### src/rtl/fifo_write_arbiter_pkg.sv
`default_nettype none
// ----------------------------------------------------------------------------
// fifo_arb_pkg : shared types and default sizing for the FIFO write arbiter
// Revision     : 1.0
// ----------------------------------------------------------------------------
package fifo_arb_pkg;

    typedef enum logic [0:0] {
        IDLE  = 1'b0,
        BURST = 1'b1
    } arb_state_t;

    localparam int ARB_NUM_REQ   = 4;
    localparam int ARB_DATA_W    = 8;
    localparam int ARB_MAX_BURST = 4;

endpackage
`default_nettype wire

### src/rtl/fifo_write_arbiter_if.sv
`default_nettype none
// ----------------------------------------------------------------------------
// fifo_write_arbiter_if : producer request bus plus FIFO write-port pins
// Revision              : 1.0
// ----------------------------------------------------------------------------
interface fifo_write_arbiter_if
    import fifo_arb_pkg::*;
#(
    parameter int NUM_REQ = ARB_NUM_REQ,
    parameter int DATA_W  = ARB_DATA_W
);
    logic [NUM_REQ-1:0]         req;
    logic [NUM_REQ*DATA_W-1:0]  req_data;
    logic [NUM_REQ-1:0]         req_last;
    logic [NUM_REQ-1:0]         gnt;
    logic                       fifo_full;
    logic                       fifo_write_enable;
    logic [DATA_W-1:0]          fifo_data_in;
    logic                       busy;
    logic [$clog2(NUM_REQ)-1:0] owner;

    modport master (
        input  req, req_data, req_last, fifo_full,
        output gnt, fifo_write_enable, fifo_data_in, busy, owner
    );

    modport slave (
        output req, req_data, req_last, fifo_full,
        input  gnt, fifo_write_enable, fifo_data_in, busy, owner
    );
endinterface
`default_nettype wire

### src/rtl/fifo_write_arbiter_rr_picker.sv
`default_nettype none
// ----------------------------------------------------------------------------
// rr_picker : combinational round-robin pick of the first request at/after rr_ptr
// Revision  : 1.0
// ----------------------------------------------------------------------------
module rr_picker
    import fifo_arb_pkg::*;
#(
    parameter int NUM_REQ = ARB_NUM_REQ
) (
    input  logic [NUM_REQ-1:0]         req,
    input  logic [$clog2(NUM_REQ)-1:0] rr_ptr,
    output logic                       pick_valid,
    output logic [$clog2(NUM_REQ)-1:0] pick_idx
);
    localparam int IDX_W = $clog2(NUM_REQ);

    logic [IDX_W-1:0] w_idx;

    always_comb begin
        pick_valid = 1'b0;
        pick_idx   = '0;
        w_idx      = '0;
        for (int k = 0; k < NUM_REQ; k++) begin
            // Wrap the scan position back into 0..NUM_REQ-1
            if (int'(rr_ptr) + k >= NUM_REQ) begin
                w_idx = IDX_W'(int'(rr_ptr) + k - NUM_REQ);
            end else begin
                w_idx = IDX_W'(int'(rr_ptr) + k);
            end
            if (!pick_valid && req[w_idx]) begin
                pick_valid = 1'b1;
                pick_idx   = w_idx;
            end
        end
    end

endmodule
`default_nettype wire

### src/rtl/fifo_write_arbiter.sv
`default_nettype none
// ----------------------------------------------------------------------------
// fifo_write_arbiter : round-robin burst arbiter for the shared FIFO write port
// Revision           : 1.0
// ----------------------------------------------------------------------------
module fifo_write_arbiter
    import fifo_arb_pkg::*;
#(
    parameter int NUM_REQ   = ARB_NUM_REQ,
    parameter int DATA_W    = ARB_DATA_W,
    parameter int MAX_BURST = ARB_MAX_BURST
) (
    input  logic                 clock,
    input  logic                 reset_n,
    fifo_write_arbiter_if.master bus
);
    localparam int IDX_W = $clog2(NUM_REQ);
    localparam int CNT_W = $clog2(MAX_BURST + 1);
    localparam logic [IDX_W-1:0] c_last_idx  = IDX_W'(NUM_REQ - 1);
    localparam logic [CNT_W-1:0] c_max_beats = CNT_W'(MAX_BURST);

    arb_state_t       r_state,    w_next_state;
    logic [IDX_W-1:0] r_owner,    w_next_owner;
    logic [IDX_W-1:0] r_rr_ptr,   w_next_rr;
    logic [CNT_W-1:0] r_beat_cnt, w_next_cnt;
    logic [CNT_W-1:0] w_cnt_inc;
    logic [IDX_W-1:0] w_owner_inc;
    logic             w_pick_valid;
    logic [IDX_W-1:0] w_pick_idx;
    logic [DATA_W-1:0] w_slice [NUM_REQ];

    for (genvar i = 0; i < NUM_REQ; i++) begin : g_slice
        assign w_slice[i] = bus.req_data[i*DATA_W +: DATA_W];
    end

    rr_picker #(
        .NUM_REQ    (NUM_REQ)
    ) u_rr_picker (
        .req        (bus.req),
        .rr_ptr     (r_rr_ptr),
        .pick_valid (w_pick_valid),
        .pick_idx   (w_pick_idx)
    );

    always_ff @(posedge clock) begin
        if (!reset_n) begin
            r_state    <= IDLE;
            r_owner    <= '0;
            r_rr_ptr   <= '0;
            r_beat_cnt <= '0;
        end else begin
            r_state    <= w_next_state;
            r_owner    <= w_next_owner;
            r_rr_ptr   <= w_next_rr;
            r_beat_cnt <= w_next_cnt;
        end
    end

    always_comb begin
        w_next_state          = r_state;
        w_next_owner          = r_owner;
        w_next_rr             = r_rr_ptr;
        w_next_cnt            = r_beat_cnt;
        w_cnt_inc             = r_beat_cnt + 1'b1;
        w_owner_inc           = (r_owner == c_last_idx) ? '0 : r_owner + 1'b1;
        bus.gnt               = '0;
        bus.fifo_write_enable = 1'b0;
        bus.fifo_data_in      = '0;
        case (r_state)
            IDLE: begin
                if (w_pick_valid) begin
                    w_next_state = BURST;
                    w_next_owner = w_pick_idx;
                    w_next_cnt   = '0;
                end
            end
            BURST: begin
                bus.fifo_data_in = w_slice[r_owner];
                if (!bus.req[r_owner]) begin
                    w_next_state = IDLE;
                    w_next_rr    = w_owner_inc;
                end else if (!bus.fifo_full) begin
                    // Stall cycles fall through here untouched, so they never count
                    bus.gnt[r_owner]      = 1'b1;
                    bus.fifo_write_enable = 1'b1;
                    w_next_cnt            = w_cnt_inc;
                    if (bus.req_last[r_owner] || (w_cnt_inc == c_max_beats)) begin
                        w_next_state = IDLE;
                        w_next_rr    = w_owner_inc;
                    end
                end
            end
            default: w_next_state = IDLE;
        endcase
    end

    assign bus.busy  = (r_state == BURST);
    assign bus.owner = r_owner;

endmodule
`default_nettype wire

### src/flat_wrapper.sv
// flat-port wrapper written by rule: the top's interface ports become plain ports
module fifo_write_arbiter_flat import fifo_arb_pkg::*;
#(
    parameter int NUM_REQ   = ARB_NUM_REQ,
    parameter int DATA_W    = ARB_DATA_W,
    parameter int MAX_BURST = ARB_MAX_BURST
)
  (clock, reset_n, bus_req, bus_req_data, bus_req_last, bus_fifo_full, bus_gnt, bus_fifo_write_enable, bus_fifo_data_in, bus_busy, bus_owner);
  fifo_write_arbiter_if #(.NUM_REQ(NUM_REQ), .DATA_W(DATA_W)) bus_i ();
  input  logic clock;
  input  logic reset_n;
  input wire logic [$bits(bus_i.req)-1:0] bus_req;
  input wire logic [$bits(bus_i.req_data)-1:0] bus_req_data;
  input wire logic [$bits(bus_i.req_last)-1:0] bus_req_last;
  input wire logic [$bits(bus_i.fifo_full)-1:0] bus_fifo_full;
  output wire logic [$bits(bus_i.gnt)-1:0] bus_gnt;
  output wire logic [$bits(bus_i.fifo_write_enable)-1:0] bus_fifo_write_enable;
  output wire logic [$bits(bus_i.fifo_data_in)-1:0] bus_fifo_data_in;
  output wire logic [$bits(bus_i.busy)-1:0] bus_busy;
  output wire logic [$bits(bus_i.owner)-1:0] bus_owner;
  assign bus_i.req = bus_req;
  assign bus_i.req_data = bus_req_data;
  assign bus_i.req_last = bus_req_last;
  assign bus_i.fifo_full = bus_fifo_full;
  assign bus_gnt = bus_i.gnt;
  assign bus_fifo_write_enable = bus_i.fifo_write_enable;
  assign bus_fifo_data_in = bus_i.fifo_data_in;
  assign bus_busy = bus_i.busy;
  assign bus_owner = bus_i.owner;
  fifo_write_arbiter #(.NUM_REQ(NUM_REQ), .DATA_W(DATA_W), .MAX_BURST(MAX_BURST)) u_core (.clock(clock), .reset_n(reset_n), .bus(bus_i));
endmodule
### config.mk
export PLATFORM = sky130hd
export DESIGN_NAME = fifo_write_arbiter_flat
export DESIGN_NICKNAME = d
export VERILOG_FILES = /design/src/rtl/fifo_write_arbiter_pkg.sv /design/src/rtl/fifo_write_arbiter_if.sv /design/src/rtl/fifo_write_arbiter_rr_picker.sv /design/src/rtl/fifo_write_arbiter.sv /design/src/flat_wrapper.sv
export SDC_FILE = /design/constraint.sdc
export NUM_CORES = 1
export LEC_CHECK = 0
export ABC_AREA = 0
export BUFFER_PORTS_ARGS = -buffer_cell sky130_fd_sc_hd__buf_2
export CAP_MARGIN = 20
export CORE_MARGIN = 5
export CORE_UTILIZATION = 41
export DETAILED_ROUTE_END_ITERATION = 8
export GPL_ROUTABILITY_DRIVEN = 1
export GPL_TIMING_DRIVEN = 0
export PLACE_DENSITY = 0.88
export SYNTH_ARGS = -nofsm -noshare
export SYNTH_HDL_FRONTEND = slang
export SYNTH_SLANG_ARGS = --single-unit
### constraint.sdc
create_clock -name clock -period 1.9 [get_ports clock]
set_input_delay 0.38 -clock clock [delete_from_list [all_inputs] [get_ports clock]]
set_output_delay 0.38 -clock clock [all_outputs]
set_load 0.05 [all_outputs]
==> flow_summary.ini, run 1 <==
[clock_tree]
path_clk_slew_ps = 60
root_buffer = clkbuf_4
clockBufferDepth = 2
clock_latency_ps = 260
holdBufCountCts = 0
cts_made_buffers = 3
h-tree-depth = 1
cts_tree = yes
clkSinkCount = 8

[yosys]
synth_largest_area_cell = mux4_2
yosysSeqAreaShare_pct = 18.03
syn_avg_cell_area_um2 = 9.762
ys_types = 32
synth_top_area_share_pct = 22.82
syn_nets = 140
async_reset_ff_share_pct = 0
yosysMostFrequentCell = nand2_1
synthCells = 91
synth_seq_cells = 8
ys.flop_type = dfxtp_1
synth-edff-count = 0
netlist_area_um2 = 888.4
synth.area.top_cells = mux4_2, dfxtp_1, ha_1
yosys_warnings = 0
synth_common_cells = nand2_1, and2_1, mux4_2

[layout]
syn_to_final_growth_pct = 60.85
final_cells = 183
n_fill_cell = 161
fin_area_um2 = 1429
layout.nets = 206
drive_above_1_share_pct = 62.82
n_antenna_cell = 0
post-route-util_pct = 70.67

[drt]
wl_per_cell_um = 16.31
routed_wl_mm = 2.984
dr.pass1.iters = 5
num_vias = 1023
drt_iter0_drc = 40
drcViolationCount = 0
antenna_left = 0
vias_per_cell = 5.590

[sta]
worst_hold_slack_ps = 401.9
slew_violations = 0
setup_viol = 13
fin_skew_ps = 3.993
period_needed_ps = 2023
worst_slew_pin_slew_ps = 474.7
timing.final.ws_setup_ps = -123.2
final-hold-violation-count = 0
rsz0062_at_grt = true
fin_crit_sh_pct = 106.5
max_freq_mhz = 494.3
setup_tns_ps = -1252
relSlewSlack_pct = 68.35

[status]
violations = negative setup slack
status = finished with violations

[global_route]
grt_pass1_wl_mm = 4.809
grt_max_degree = 11
overflow = 0
grt_pass1_vias = 1111
grtUsageTotal_pct = 18.60
antenna_found_initial = 0

[critical_path]
cp-end-kind = output pin
crit_type = flop to output pin
critical_path_required_ps = 1520
worst_setup_path_start_kind = flop
arrival_ps = 1640
cp_max_fo = 6
worst-r2r-cell-count = 5

[place]
placedCellCount = 176
place_area_um2 = 1221
post-place-ws_ps = -47.38
io_buffers = 58
hpwl_mm = 2.132
gp_congestion = 0.8316

[die]
core-area_um2 = 2022
die_y_um = 56.55
num_io_pins = 59
rows = 16
start_util_pct = 43.94
dieWidth_um = 56.55
die_area_um2 = 3197

[min_path]
min_path_type = primary input to flop
whs_path_depth = 3

[flow_run]
maxCapViolations = 0

[pwr]
p_leak_nw = 0.7027
total_power_uw = 824.8
peakVddDrop_mv = 0.4064
p_per_area_nw_per_um2 = 577.3
## worst paths after layout
| check | start | to | slack, ps |
|---|---|---|---|
| setup / recovery | u_core.bus.owner[0] | bus_fifo_data_in[7] | -120 |
| hold / removal | reset_n | u_core.r_beat_cnt[2] | 400 |
| setup reg to reg | u_core.bus.owner[0] | u_core.r_beat_cnt[1] | 210 |
| hold reg to reg | u_core.r_beat_cnt[2] | u_core.r_beat_cnt[2] | 490 |
## what timing repair did
item	CTS	global route
buffers inserted	3	0
gates resized for setup	42	3
endpoints found under the hold margin	0	0
endpoints found under the setup margin	13	13
gates cloned	0	1
pin swaps	3	1
## layout by cell type (no fill, tap or decap), types with 2 or more instances in the layout
cell      synthesis  routed
a21oi_1           3       3
and2_4            0       9
and3_1            7       3
and3_4            0       4
buf_2             1      45
buf_4             0       3
buf_6             1      12
clkbuf_1          2       3
clkbuf_4          0       4
dfxtp_1           8       6
ha_1              6       6
inv_1             3       3
mux2_2            2       2
mux2i_1           3       3
mux4_2            9       9
nand2_1          10      10
nand2b_1          2       2
nor2_1            4       4
nor2b_1           4       3
o31ai_1           2       2
## report_power, final
group	internal, mW	total [mW]	switching, mW
clock	0.0809	0.147	0.0663
combinational	0.229	0.471	0.242
sequential	0.183	0.207	0.0239
## cell families after synthesis
family | synth area share (%)
DFF | 18.03
muxes | 28.73
AOI/OAI and AO/OA | 10.14
buffers and inverters | 4.365
adders and majority gates | 8.450
and+or+nand+nor | 30.28
## layer usage
layer	track usage, %	vias up	part of all wire (%)	routed length, µm
met5	0	-	0	0
li1	-	466	-	-
met2	33.33	70	48	1436
met4	4.407	0	0.27	8
met1	21.11	485	40	1200
met3	5.963	2	11	338
## state kept, by name, indices dropped and copies added, names as in the netlist
register / cells
u_core.r_rr_ptr: 2
u_core.bus.owner: 2
u_core.bus.busy: 1
u_core.r_beat_cnt: 3
## critical path, cell delays in order (launching register included)
cell	delay, ps
dfxtp_4	410
clkbuf_16	160
mux4_2	490
and2_4	180
buf_6	140
## cell type report
class                           instances  area [µm²]  share of cell area (%)
Inverter                                3       11.26                  0.7881
Timing Repair Buffer                   62       422.9                   29.60
Tap cell                               27       33.78                   2.364
Sequential cell                         8       165.2                   11.56
Buffer                                  4       35.03                   2.452
Clock buffer                            4       26.28                   1.839
Multi-Input combinational cell         75       734.5                   51.40
(Power assumes the default switching activity.)
==> inputs of run 2 (changes only) <==
CORE_ASPECT_RATIO = 1.1   (was default)
SLEW_MARGIN = 20   (was default)
==> run 2 against run 1 <==
  * The run still ends with negative setup slack left
  * Routed wire length is 10% higher
  * Core utilization is 1.4 points lower
  * Final area decreased by 1.1%
  * Largest cell class unchanged
  * Maximum frequency is 0.25% higher
  * Critical path type unchanged
  * Sequential power barely moved
  * Largest power group unchanged
  * Worst setup slack better by 5.1 ps
==> flow_summary.ini, run 2 (synthesis gave the netlist of run 1 again) <==
[status]
status = finished with violations
violations = negative setup slack

[global_route]
overflow = 0
met2_usage_pct = 40.68
grt_pass1_wl_mm = 4.926
grt_max_degree = 11
grtUsageTotal_pct = 21.02
grt.met1_usage_pct = 18.45
grtUsageMet3_pct = 9.873
antenna_found_initial = 0
busiest_layer = met2
grt_pass1_vias = 1083

[die]
die_y_um = 58.82
core-area_um2 = 2042
rows = 17
start_util_pct = 43.50
num_io_pins = 59
dieWidth_um = 54.38
die_area_um2 = 3199

[min_path]
min_path_type = primary input to flop

[clock_tree]
root_buffer = clkbuf_4
clkSinkCount = 8
cts_tree = yes
clock_latency_ps = 270
cts_made_buffers = 3
clockBufferDepth = 2
path_clk_slew_ps = 70
h-tree-depth = 1

[drt]
drt_iter0_drc = 34
num_vias = 1001
wl_per_cell_um = 17.93
vias_per_cell = 5.470
drcViolationCount = 0
antenna_left = 0
routed_wl_mm = 3.281
dr.pass1.iters = 4

[sta]
max_freq_mhz = 495.5
rsz0062_at_grt = true
fin_crit_sh_pct = 106.2
relSlewSlack_pct = 62.90
period_needed_ps = 2018
setup_viol = 13
final-hold-violation-count = 0
setup_tns_ps = -1300
fin_skew_ps = 12.26
worst_slew_pin_slew_ps = 551.4
timing.final.ws_setup_ps = -118.0
slew_violations = 0

[place]
placedCellCount = 177
gp_congestion = 0.7548
hpwl_mm = 2.234
io_buffers = 58

[layout]
largest_register_ffs = 3
syn_to_final_growth_pct = 59.16
max_flop_register = u_core.r_beat_cnt
drive_above_1_share_pct = 60.65
n_antenna_cell = 0
final_cells = 183
layout.nets = 205
final_common_cell = buf_2
final_cell_mix = buf_2, buf_6, nand2_1, mux4_2, and2_4

[critical_path]
critical_path_required_ps = 1520
arrival_ps = 1640
crit_chain = mux4_2, and3_1, buf_6
cp_max_fo = 6
worst-path-buf-inv = 1
cpLargestDelayFamily = multiplexers
cpMaxStageDelayCell = mux4_2
critical_path.max_stage_delay_ps = 600
crit_type = flop to output pin
cp-end-kind = output pin
worst_setup_path_start_kind = flop

[flow_run]
maxCapViolations = 0

[pwr]
p_per_area_nw_per_um2 = 589.2
total_power_uw = 833.1
p_leak_nw = 0.7031
peakVddDrop_mv = 0.5068
[run 2: layer usage]
layer	part of all wire, %	vias to the layer above
li1	-	461
met1	33	455
met2	50	77
met3	15	8
met4	2.0	0
met5	0	-
[run 2: path summary, 6_finish.rpt]
check                             from              endpoint  slack, ps  cells past startpoint
hold reg to reg   u_core.r_beat_cnt[2]  u_core.r_beat_cnt[2]        470                      2
setup reg to reg   u_core.bus.owner[0]  u_core.r_beat_cnt[1]        210                      5
setup / recovery   u_core.bus.owner[0]            bus_gnt[3]       -120                      3
hold / removal                 reset_n  u_core.r_beat_cnt[0]        390                      3
[run 2: worst register-to-register path, cell delays in order (launching register included)]
cell,delay [ps]
dfxtp_4,410
mux4_2,600
and2_4,190
buf_4,150
nand3b_4,150
a21boi_2,120
[run 2: stage by stage]
stage,setup slack (ps),hold WS (ps),utilization (%),instance area [µm²]
3_5_place_dp,-34.92,463.0,59.87,1222
5_1_grt,-152.3,407.0,69.24,1414
4_1_cts,-112.4,379.0,69.00,1409
3_3_place_gp,-19.96,450.7,59.87,1222
2_1_floorplan,8.022,443.9,-,897.1
6_report,-118.0,391.2,69.24,1414
[run 2: power breakdown]
group	internal, mW	leakage, nW	switching (mW)
clock network	0.0809	0.0150	0.0677
registers	0.183	0.0665	0.0240
logic	0.228	0.622	0.249
total	0.492	0.703	0.341
[run 2: repair_timing]
| action | 4_1_cts | 5_1_grt |
|---|---|---|
| pin swaps | 1 | 1 |
| endpoints found under the setup margin | 13 | 13 |
| gates resized for setup | 42 | 1 |
| setup buffers | 2 | 0 |
| hold buffers | 0 | 0 |
| hold endpoints to repair | 0 | 0 |
| cloned | 1 | 0 |
[run 2: cell type report]
| type | count | area, µm² |
|---|---|---|
| clock buffer | 4 | 26.28 |
| fill | 153 | 628.1 |
| timing repair buffer | 61 | 421.7 |
| multi-input combinational | 75 | 721.9 |
| sequential | 8 | 165.2 |
| inverter | 3 | 11.26 |
| tap | 28 | 35.03 |
| buffer | 4 | 32.53 |
==> inputs of run 3 (changes only) <==
CORE_MARGIN = 2   (was 5)
==> run 3 against run 2 <==
  * The flow still finishes with violations (negative setup slack)
  * Via count grew 3.4%
  * Worst setup slack lost 10 ps
  * Clock skew shrank 2.7 ps
  * Global-route usage grew 4.5 points
  * Die area shrank 20%
  * Count of clock-buffer cells in the layout is the same
  * Critical endpoint is now bus_fifo_data_in[6]
  * Largest cell class unchanged
  * Largest power group unchanged
==> flow_summary.ini, run 3 (synthesis gave the netlist of run 1 again) <==
[critical_path]
crit_type = flop to output pin
cpMaxStageDelayCell = mux4_2
cp_max_fo = 5
arrival_ps = 1650
cp-end-kind = output pin
critical_path_required_ps = 1520
worst-path-buf-inv = 2
critical_path.max_stage_delay_ps = 500
cpLargestDelayFamily = multiplexers
worst_setup_path_start_kind = flop
crit_chain = clkbuf_16, mux4_2, and2_4, buf_6

[die]
die_area_um2 = 2555
rows = 17
die_y_um = 52.82
dieWidth_um = 48.38
start_util_pct = 43.96
core-area_um2 = 2021
num_io_pins = 59

[place]
placedCellCount = 177
gp_congestion = 0.7071
io_buffers = 58
post-place-ws_ps = -24.83
hpwl_mm = 2.002

[clock_tree]
clkSinkCount = 8
clockBufferDepth = 2
holdBufCountCts = 0
clock_latency_ps = 280
cts_made_buffers = 3
path_clk_slew_ps = 60
root_buffer = clkbuf_4
cts_tree = yes
h-tree-depth = 1

[pwr]
power_frac_clock_pct = 18.3
switchingPower_uw = 348.1
total_power_uw = 845.6
p_seq_share_pct = 24.1
swShare_pct = 41.16
intPower_uw = 497.5
p_per_area_nw_per_um2 = 589.2
combPwrFrac_pct = 57.6
p_leak_nw = 0.7018
peakVddDrop_mv = 0.4000

[global_route]
grt_pass1_wl_mm = 4.802
grtUsageTotal_pct = 25.56
overflow = 0
grt_pass1_vias = 1004
grt_max_degree = 11
antenna_found_initial = 0

[layout]
final_cell_mix = buf_2, nand2_1, mux4_2, and2_4, buf_6
largest_register_ffs = 3
max_flop_register = u_core.r_beat_cnt
final_common_cell = buf_2
final_cells = 183
n_antenna_cell = 0
syn_to_final_growth_pct = 61.55
drive_above_1_share_pct = 61.94
layout.nets = 205
post-route-util_pct = 71.02

[sta]
final-hold-violation-count = 0
worst_slew_pin_slew_ps = 510.6
timing.final.ws_setup_ps = -128.3
slew_violations = 0
worst_hold_slack_ps = 388.8
relSlewSlack_pct = 65.89
period_needed_ps = 2028
fin_skew_ps = 9.561
max_freq_mhz = 493.0
fin_crit_sh_pct = 106.8
setup_viol = 13
rsz0062_at_grt = true

[drt]
num_vias = 1035
drcViolationCount = 0
dr.pass1.iters = 4
antenna_left = 0
routed_wl_mm = 3.212
vias_per_cell = 5.656
wl_per_cell_um = 17.55
drt_iter0_drc = 35

[status]
status = finished with violations
violations = negative setup slack

[min_path]
min_path_type = primary input to flop

[flow_run]
maxCapViolations = 0
==> run 3: changes by cell type in the layout (fill, tap and decap cells not counted) <==
cell       before  now
buf_2          46   45
buf_6          11    8
buf_16          1    0
clkbuf_16       0    1
buf_8           2    5
buf_4           2    3
and3_1          5    3
and3_4          2    4
==> run 3: routing by layer <==
layer	track usage, %	up-vias	part of all wire (%)
li1	-	462	-
met1	24.38	485	34
met5	0	-	0
met2	47.92	74	52
met3	7.429	14	9.4
met4	18.10	0	4.6
==> run 3: final cells by class <==
class | count | area (µm²)
fill | 117 | 585.6
tap | 28 | 35.03
sequential | 8 | 165.2
buffer | 4 | 35.03
timing repair buffer | 61 | 430.4
multi-input combinational | 75 | 732.0
clock buffer | 4 | 26.28
inverter | 3 | 11.26
==> run 3: through the flow <==
stage / setup TNS [ps] / instance area, µm²
final: -1240 / 1435
after global routing: -1730 / 1435
after CTS: -902.3 / 1395
after detailed placement: -24.83 / 1222
after global placement: -20.28 / 1222
after floorplan: 0 / 897.1
==> run 3: tightest hold or removal path: cells and delay by family <==
| family | cells | cell delay, ps |
|---|---|---|
| AOI/OAI and AO/OA | 1 | 50 |
| buffers and inverters | 1 | 110 |
| and+or+nand+nor | 1 | 60 |
==> run 3: power groups by stage <==
stage,sequential [mW],combinational (mW),clock [mW]
floorplan,0.226,0.251,0
global placement,0.206,0.367,0
detailed placement,0.207,0.377,0
CTS,0.201,0.452,0.159
global route,0.207,0.510,0.167
finish,0.204,0.487,0.155
==> run 3: worst paths after layout <==
| check | startpoint | end | depth (start not counted) | slack [ps] |
|---|---|---|---|---|
| setup / recovery | u_core.bus.owner[0] | bus_fifo_data_in[6] | 4 | -130 |
| hold / removal | reset_n | u_core.r_beat_cnt[2] | 3 | 390 |
| hold reg to reg | u_core.r_beat_cnt[2] | u_core.r_beat_cnt[2] | 2 | 490 |
| setup reg to reg | u_core.bus.owner[0] | u_core.r_beat_cnt[1] | 5 | 240 |
==> run 3: repair_timing <==
item | CTS | global route
setup endpoints to repair | 13 | 13
gates resized for setup | 44 | 4
pin swaps | 4 | 0
setup buffers | 2 | 0
cloned | 0 | 1
